[src/rtl/uart_pkg.sv]
// rtl/uart_pkg.sv - shared UART constants, one-hot state encoding and parity helper
package uart_pkg;

    localparam int c_DEFAULT_CYCLES_PER_BIT = 434;
    localparam int c_DATA_W                 = 8;
    localparam int c_IDX_W                  = $clog2(c_DATA_W);

    // One-hot encoding, also used by the receiver
    typedef enum logic [4:0] {
        ST_IDLE   = 5'b00001,
        ST_START  = 5'b00010,
        ST_DATA   = 5'b00100,
        ST_PARITY = 5'b01000,
        ST_STOP   = 5'b10000
    } uart_state_t;

    function automatic logic calc_parity(input logic [c_DATA_W-1:0] data, input logic odd);
        return (^data) ^ odd;
    endfunction

endpackage

[src/rtl/uart_baud_cnt.sv]
// rtl/uart_baud_cnt.sv - bit-period counter; tick marks the last cycle of each serial bit
module uart_baud_cnt #(
    parameter int c_CYCLES_PER_BIT = 434
) (
    input  logic clk,
    input  logic rst,
    input  logic clr,
    output logic tick
);

    localparam int CNT_W = $clog2(c_CYCLES_PER_BIT * 2);
    localparam logic [CNT_W-1:0] LAST = CNT_W'(c_CYCLES_PER_BIT - 1);

    logic [CNT_W-1:0] cnt;

    assign tick = (cnt == LAST);

    // Wraps exactly on each bit boundary so the frame cannot drift
    always_ff @(posedge clk) begin
        if (rst || clr) begin
            cnt <= '0;
        end else if (tick) begin
            cnt <= '0;
        end else begin
            cnt <= cnt + CNT_W'(1);
        end
    end

endmodule

[src/rtl/uart_tx.sv]
// rtl/uart_tx.sv - 8-bit UART transmitter with optional parity and one or two stop bits
module uart_tx
    import uart_pkg::*;
#(
    parameter int c_CYCLES_PER_BIT = c_DEFAULT_CYCLES_PER_BIT,
    parameter int c_STOP_BITS      = 1
) (
    input  logic                i_CLK,
    input  logic                i_RST,
    input  logic                i_TX_DV,
    input  logic [c_DATA_W-1:0] i_TX_BYTE,
    input  logic                i_PARITY_EN,
    input  logic                i_PARITY_ODD,
    output logic                o_TX_SERIAL,
    output logic                o_TX_ACTIVE,
    output logic                o_TX_READY,
    output logic                o_TX_DONE
);

    localparam logic [c_IDX_W-1:0] LAST_DATA = c_IDX_W'(c_DATA_W - 1);
    localparam logic [c_IDX_W-1:0] LAST_STOP = c_IDX_W'(c_STOP_BITS - 1);

    uart_state_t         state, state_next;
    logic [c_DATA_W-1:0] data_q, data_next;
    logic                par_en_q, par_en_next;
    logic                odd_q, odd_next;
    logic [c_IDX_W-1:0]  idx, idx_next;
    logic                serial_next;
    logic                done_next;
    logic                bit_tick;

    uart_baud_cnt #(
        .c_CYCLES_PER_BIT(c_CYCLES_PER_BIT)
    ) u_baud (
        .clk (i_CLK),
        .rst (i_RST),
        .clr (state == ST_IDLE),
        .tick(bit_tick)
    );

    always_ff @(posedge i_CLK) begin
        if (i_RST) begin
            state       <= ST_IDLE;
            data_q      <= '0;
            par_en_q    <= 1'b0;
            odd_q       <= 1'b0;
            idx         <= '0;
            o_TX_SERIAL <= 1'b1;
            o_TX_ACTIVE <= 1'b0;
            o_TX_READY  <= 1'b1;
            o_TX_DONE   <= 1'b0;
        end else begin
            state       <= state_next;
            data_q      <= data_next;
            par_en_q    <= par_en_next;
            odd_q       <= odd_next;
            idx         <= idx_next;
            o_TX_SERIAL <= serial_next;
            o_TX_ACTIVE <= (state_next != ST_IDLE);
            o_TX_READY  <= (state_next == ST_IDLE);
            o_TX_DONE   <= done_next;
        end
    end

    always_comb begin
        state_next  = state;
        data_next   = data_q;
        par_en_next = par_en_q;
        odd_next    = odd_q;
        idx_next    = idx;
        done_next   = 1'b0;

        case (state)
            ST_IDLE: begin
                idx_next = '0;
                if (i_TX_DV) begin
                    data_next   = i_TX_BYTE;
                    par_en_next = i_PARITY_EN;
                    odd_next    = i_PARITY_ODD;
                    state_next  = ST_START;
                end
            end
            ST_START: begin
                if (bit_tick) begin
                    state_next = ST_DATA;
                end
            end
            ST_DATA: begin
                if (bit_tick) begin
                    if (idx == LAST_DATA) begin
                        idx_next   = '0;
                        state_next = par_en_q ? ST_PARITY : ST_STOP;
                    end else begin
                        idx_next = idx + c_IDX_W'(1);
                    end
                end
            end
            ST_PARITY: begin
                if (bit_tick) begin
                    state_next = ST_STOP;
                end
            end
            ST_STOP: begin
                // idx is reused to count stop bits
                if (bit_tick) begin
                    if (idx == LAST_STOP) begin
                        idx_next   = '0;
                        state_next = ST_IDLE;
                        done_next  = 1'b1;
                    end else begin
                        idx_next = idx + c_IDX_W'(1);
                    end
                end
            end
            default: begin
                state_next = ST_IDLE;
                idx_next   = '0;
            end
        endcase
    end

    // Line level is decided from the next state so the output can be a plain flop
    always_comb begin
        serial_next = 1'b1;
        case (state_next)
            ST_START:  serial_next = 1'b0;
            ST_DATA:   serial_next = data_next[idx_next];
            ST_PARITY: serial_next = calc_parity(data_next, odd_next);
            default:   serial_next = 1'b1;
        endcase
    end

endmodule
[config.mk]
export PLATFORM = sky130hd
export DESIGN_NAME = uart_tx
export DESIGN_NICKNAME = d
export VERILOG_FILES = /design/src/rtl/uart_pkg.sv /design/src/rtl/uart_baud_cnt.sv /design/src/rtl/uart_tx.sv
export SDC_FILE = /design/constraint.sdc
export NUM_CORES = 1
export LEC_CHECK = 0
export ABC_AREA = 1
export CAP_MARGIN = 20
export CELL_PAD_IN_SITES_DETAIL_PLACEMENT = 1
export CELL_PAD_IN_SITES_GLOBAL_PLACEMENT = 1
export CORE_AREA = 2 2 75 77
export CTS_CLUSTER_DIAMETER = 30
export DETAILED_ROUTE_END_ITERATION = 12
export DIE_AREA = 0 0 77 79
export GPL_TIMING_DRIVEN = 1
export PLACE_DENSITY_LB_ADDON = 0.1
export SLEW_MARGIN = 20
export SYNTH_ARGS = -nofsm -noshare
export SYNTH_HDL_FRONTEND = slang
export SYNTH_SLANG_ARGS = --single-unit
[constraint.sdc]
create_clock -name i_CLK -period 2.4 [get_ports i_CLK]
set_clock_uncertainty 0.1 [all_clocks]
set_input_delay 0.36 -clock i_CLK [delete_from_list [all_inputs] [get_ports i_CLK]]
set_output_delay 0.36 -clock i_CLK [all_outputs]
set_load 0.01 [all_outputs]
# Yosys cells after proc, flatten, opt, wreduce, memory -nomap -nowiden

Index checks and enable logic that the tools add are counted.

Bits of input ports: 13
Register bits after elaboration: 32
Output and inout port bits: 4
Logic and storage cells: 57

Reductions and logical operators: 7
Mux-type cells: 22
Equal/unequal tests: 12
Magnitude comparators: 1
Add/sub/neg operators: 2
Bitwise logic cells: 3

Operators with widths:

| operator              | number |
|---|---|
| $mux 5                | 8 |
| $pmux 5 s5            | 1 |
| $mux 8                | 2 |
| $mux 3                | 4 |
| $add 10x1->10 const B | 1 |
| $eq 10x9->1 const B   | 1 |
| $eq 5x1->1 const B    | 2 |
| $eq 5x2->1 const B    | 2 |
| $eq 5x3->1 const B    | 2 |
| $eq 5x4->1 const B    | 2 |
| $pmux 3 s3            | 1 |
| $reduce_xor 8->1      | 1 |
| $eq 5x5->1 const B    | 1 |
| $ne 5x1->1 const B    | 1 |
| $lt 3x4->1 const B    | 1 |
| $mux 1                | 4 |
| $reduce_or 2->1       | 2 |
| $add 3x1->3 const B   | 1 |
| $bmux 1 s3            | 1 |
| $eq 3x3->1 const B    | 1 |
| $logic_not 3->1       | 1 |
| $pmux 1 s3            | 1 |
| $reduce_or 3->1       | 1 |
| $not 1->1             | 2 |
| 3 further kinds       | 3 |

# Logic depth before layout (Yosys ltp)

Depth after elaboration: 7
Gate-level depth with buffers: 16
Gate-level depth less buffers: 15

# Hierarchy

Synthesis repeated with hierarchy kept, for this count alone.

Cells, all modules: 322
Area total of the unflattened synthesis: 2065.7 µm²

By module, submodules not included:

| module        | cells an instance | instances | area an instance (µm²) | seq. area each (µm²) |
|---|---|---|---|---|
| uart_tx       | 250               | 1         | 1567.8                 | 440.4 |
| uart_baud_cnt | 72                | 1         | 498.0                  | 200.2 |

# Least setup slack after synthesis

Ideal clock, no wire load.

Kind: register to register
Start point: register u_baud.cnt[0]
End point: register o_TX_SERIAL
Path buffers: 0
Data required time: 2.180 ns
Slack: 0.602 ns
Stages on the path, launching flop included: 12
Setup time: 0.120 ns
Arrival time: 1.579 ns
Period minus slack after synthesis: 1.798 ns
Cells stage by stage: dfxtp_1 -> ha_1 -> nor3b_1 -> nand3_1 -> nand2_1 -> o21ai_0 -> nand2_1 -> nand2_1 -> nor3_1 -> o21ai_0 -> nand2_1 -> nand3_1

Longest elaborated chain between the ends: 6
Elaborated cells on any way between the ends: 15
Those cells by class: 4 x eq/ne; 11 x mux

Ends and longest elaborated chain:

| item                             | line                          | text |
|---|---|---|
| start, declared                  | uart_baud_cnt.sv:14           | `logic [CNT_W-1:0] cnt;` |
| start signal, assigned           | uart_baud_cnt.sv:25           | `cnt <= cnt + CNT_W'(1);` |
| $eq 10x9->1 *                    | uart_baud_cnt.sv:16           | `assign tick = (cnt == LAST);` |
| $mux 3, on equally long branches | uart_tx.sv:105, uart_tx.sv:89 |  |
| $pmux 3 s3                       | uart_tx.sv:73                 | `case (state)` |
| $bmux 1 s3                       | uart_tx.sv:127                | `ST_DATA: serial_next = data_next[idx_next];` |
| $mux 1 (implied by the code)     | uart_tx.sv:127                |  |
| $pmux 1 s3 *                     | uart_tx.sv:125                | `case (state_next)` |
| end signal, assigned             | uart_tx.sv:58                 | `o_TX_SERIAL <= serial_next;` |
| end, declared                    | uart_tx.sv:14                 | `output logic o_TX_SERIAL,` |

Every way passes the cells marked *; elsewhere a longest branch is shown, timed or not. The select of a mux whose other input is x is not followed.
A chain may end at the register's enable or synchronous reset.

# Final worst setup path

Start point: register state[0]
End point: register o_TX_SERIAL

Longest elaborated chain between the ends: 6
Elaborated cells on any way between the ends: 25
Those cells by class: 8 x eq/ne; 14 x mux; 1 x bitwise; 2 x reduce/logical

Ends and longest elaborated chain:

| item                                     | line           | text |
|---|---|---|
| start, declared                          | uart_tx.sv:23  | `uart_state_t state, state_next;` |
| start signal, assigned                   | uart_tx.sv:53  | `state <= state_next;` |
| $eq 5x4->1 or $eq 5x2->1 (tied branches) | uart_tx.sv:73  |  |
| $reduce_or 2->1 (no source line)         | --             |  |
| $pmux 3 s3                               | uart_tx.sv:73  |  |
| $bmux 1 s3                               | uart_tx.sv:127 |  |
| $mux 1 (implied by the code)             | uart_tx.sv:127 |  |
| $pmux 1 s3 *                             | uart_tx.sv:125 |  |

Marked as above.

==> qor.txt <==
outcome: completed
VDD IR max: 0.3477 mV
worst hold path type: reg -> reg
placed cell areas: 2321 sq um
Rel. slew slack: 73.18%
final setup vio count: 0
Setup WS post-layout: 240.1 ps
GRT Total Usage: 19.92%
Rows: 27
final antenna-violating net count: 0
Netlist Area Pre-Place: 2079 sq um
Post-Synth Adder-Cell Area: 3.610%
WHS: 372.8 ps
DR iter-0 viols: 59
clock-pin slew on the worst setup and hold paths: 80 ps
Ports: 17
post-place setup slack: 15.98 ps
CP peak stage delay: 370 ps
share of layout cells above drive strength 1: 13.24%
TritonRoute pass-1 iters: 4
Finished Cell Area: 2419 sq um
sequential share of the synthesized area: 30.81%
Setup Buffers After CTS: 0
TritonCTS clock tree: yes
DPL Wire Length: 4347 um
Syn Nets: 352
worst slew pin tran: 401.2 ps
post-cts sizing count: 0
Worst Path Required: 2480 ps
Mapped Cells: 333
largest family of logic cells by synthesized area: simple AND/OR/NAND/NOR gates
Tcrit/Tclk final: 90.00%
Max-Cap Viols: 0
Final Max Slew Viols: 0
largest net degree at the start of global routing: 18
Routed wire per std cell: 12.99 um
# diodes: 0
TritonCTS Buffers: 5
mux cell area share after synthesis: 0%
Die Wd: 77 um
CTS Buffer Depth: 2
Placer Congestion: 0.8400
routed vias: 2,062
CP Buf/Inv Count: 2
clk sink count: 32
Residual DRC: 0
vias in the first global route: 2,135
crit path launch: state[0]$_SDFF_PP1_
CORE AREA: 5338 sq um
Synth Area in Compound Gates: 3.610%
GR peak layer: met2
setup TNS: 0 ps
first-pass GRT wire length: 9715 um
layout net count: 373
f_max: 463.0 MHz
simple logic cell fraction of the synthesized area: 51.99%
worst path cell trace: inv_2 -> nor2_8 -> nand3_2 -> nand2_1 -> nand2_1 -> inv_1 -> nand2_1 -> nand2_1 -> nand2_1 -> nand2_1 -> nand2_1 -> nand2_1 -> nand2_1 -> nand3_1 -> nand3_1
IO Port Bufs: 16
antenna violations before repair: 0
global-route met1 utilization: 25.23%
Hold Vio Cnt, Final: 0
Yosys reg bits: 32
total gr overflow: 0
vias per cell: 4.829
WS Path Type: reg -> reg
Startpoint Class: register
Slowest cell on crit path: dfxtp_1
HP Start: u_baud.cnt[0]$_SDFF_PP0_
Leakage: 0.001215 uW
Crit Path Max Fanout: 11
Worst path most repeated cell: nand2_1
final core occ: 45.31%
Fill cells: 756
Die Area: 6083 sq um
Die H: 79 um
Synth cell types: 31
crit path time final: 2160 ps
Yosys Warn Count: 0
H-tree levels: 2
Arr. time, crit path: 2240 ps
RR Startpoint: state[0]$_SDFF_PP1_
Syn Area/Cell: 6.245 sq um
met2 GRT Util: 35.35%
xor/xnor share of the synthesized area: 1.264%
Skew-Pair Late Insertion Delay: 290 ps
CP endpoint kind: register
Cell Pwr Density: 539.9 nW/um^2
drt total wl: 5547 um
initial core utilization: 38.96%
CP top delay family: simple AND/OR/NAND/NOR gates
CTS hold repair buffers: 0
met3 usage: 3.750%
P&R area growth vs syn: 16.31%
Clock Root Buffer: clkbuf_8
[final timing paths]
check,end,slack (ps),depth (start not counted)
setup / recovery,o_TX_SERIAL$_SDFF_PP1_,240,15
hold / removal,u_baud.cnt[0]$_SDFF_PP0_,370,1
setup reg to reg,o_TX_SERIAL$_SDFF_PP1_,240,15
hold reg to reg,u_baud.cnt[0]$_SDFF_PP0_,370,1
[synthesized netlist by cell type]
master      n  share of area (%)
inv_2      11                2.0
nand4_1     9                2.7
nor2_1     38                6.9
clkbuf_1    1               0.18
o21bai_1    1               0.36
nor3b_1     5                1.8
buf_1       1               0.18
nor2_8      1               0.96
o21a_1      1               0.36
buf_6       1               0.54
nand3_2     1               0.48
nand2_2     9                2.7
ha_1        6                3.6
o21ai_0     6                1.4
nor2_4      2                1.1
a21oi_1     5                1.2
xnor2_1     2               0.84
nand3b_1    1               0.36
nand3_1    35                8.4
inv_1      30                5.4
xor2_1      1               0.42
o21ai_1     1               0.24
or2_2       2               0.60
nor2_2      5                1.5
buf_2       1               0.24
nor3_1      4               0.96
dfxtp_1    32                 31
nand2_4     4                2.2
clkinv_1    1               0.18
nand4_2     1               0.60
nand2_1   115                 21
[worst reg2reg max path, stage by stage (launching register included)]
cell	delay, ps
dfxtp_1	370
inv_2	80
nor2_8	170
nand3_2	330
nand2_1	170
nand2_1	140
inv_1	170
nand2_1	80
nand2_1	60
nand2_1	50
nand2_1	60
nand2_1	60
nand2_1	60
nand2_1	40
nand3_1	60
nand3_1	60
[sequential cells by signal, summed over array words and instances (netlist names)]
register and count:
u_baud.cnt 10, data_q 8, state 5, idx 3, o_TX_ACTIVE 1, o_TX_DONE 1
o_TX_READY 1, o_TX_SERIAL 1, odd_q 1, par_en_q 1
[logic make-up after synthesis]
logic type,count (synthesis)
AND/OR/NAND/NOR,232
buffers and inverters,46
flip-flops,32
AO/OA/AOI/OAI,14
adder cells (fa/ha/maj),6
XOR/XNOR,3
[placed cells by master, fill, tap and decap left out, types with 6 or more instances in the layout]
cell and instances:
nand4_1 9, inv_2 11, clkdlybuf4s50_1 16, inv_1 30, o21ai_0 6, nand3_1 35
nor2_1 38, dfxtp_1 32, ha_1 6, nand2_2 9, nand2_1 115
[routing by layer]
metal / up-vias / wire length (um)
li1: 1086 / -
met1: 949 / 2689
met2: 21 / 2687
met3: 6 / 126
met4: 0 / 44
met5: - / 0
[through the flow]
stage | cells | power [uW]
finish | 427 | 1306
global route | 427 | 1387
CTS | 427 | 1319
detailed placement | 419 | 878.4
global placement | 419 | 873.3
floorplan | 333 | 793.9
[power by group]
group / switching (uW) / total [uW] / internal (uW)
combinational: 187 / 296 / 109
sequential: 16.1 / 570 / 554
clock: 234 / 440 / 205
[layout make-up]
| type | count | area, sq um | area share (%) |
|---|---|---|---|
| multi-input combinational | 255 | 1262 | 52.20 |
| clock inverter | 3 | 23.77 | 0.9829 |
| sequential | 32 | 640.6 | 26.49 |
| clock buffer | 5 | 68.82 | 2.845 |
| inverter | 42 | 157.7 | 6.518 |
| tap | 72 | 90.09 | 3.725 |
| timing repair buffer | 18 | 175.2 | 7.243 |
(Power assumes the default switching activity.)
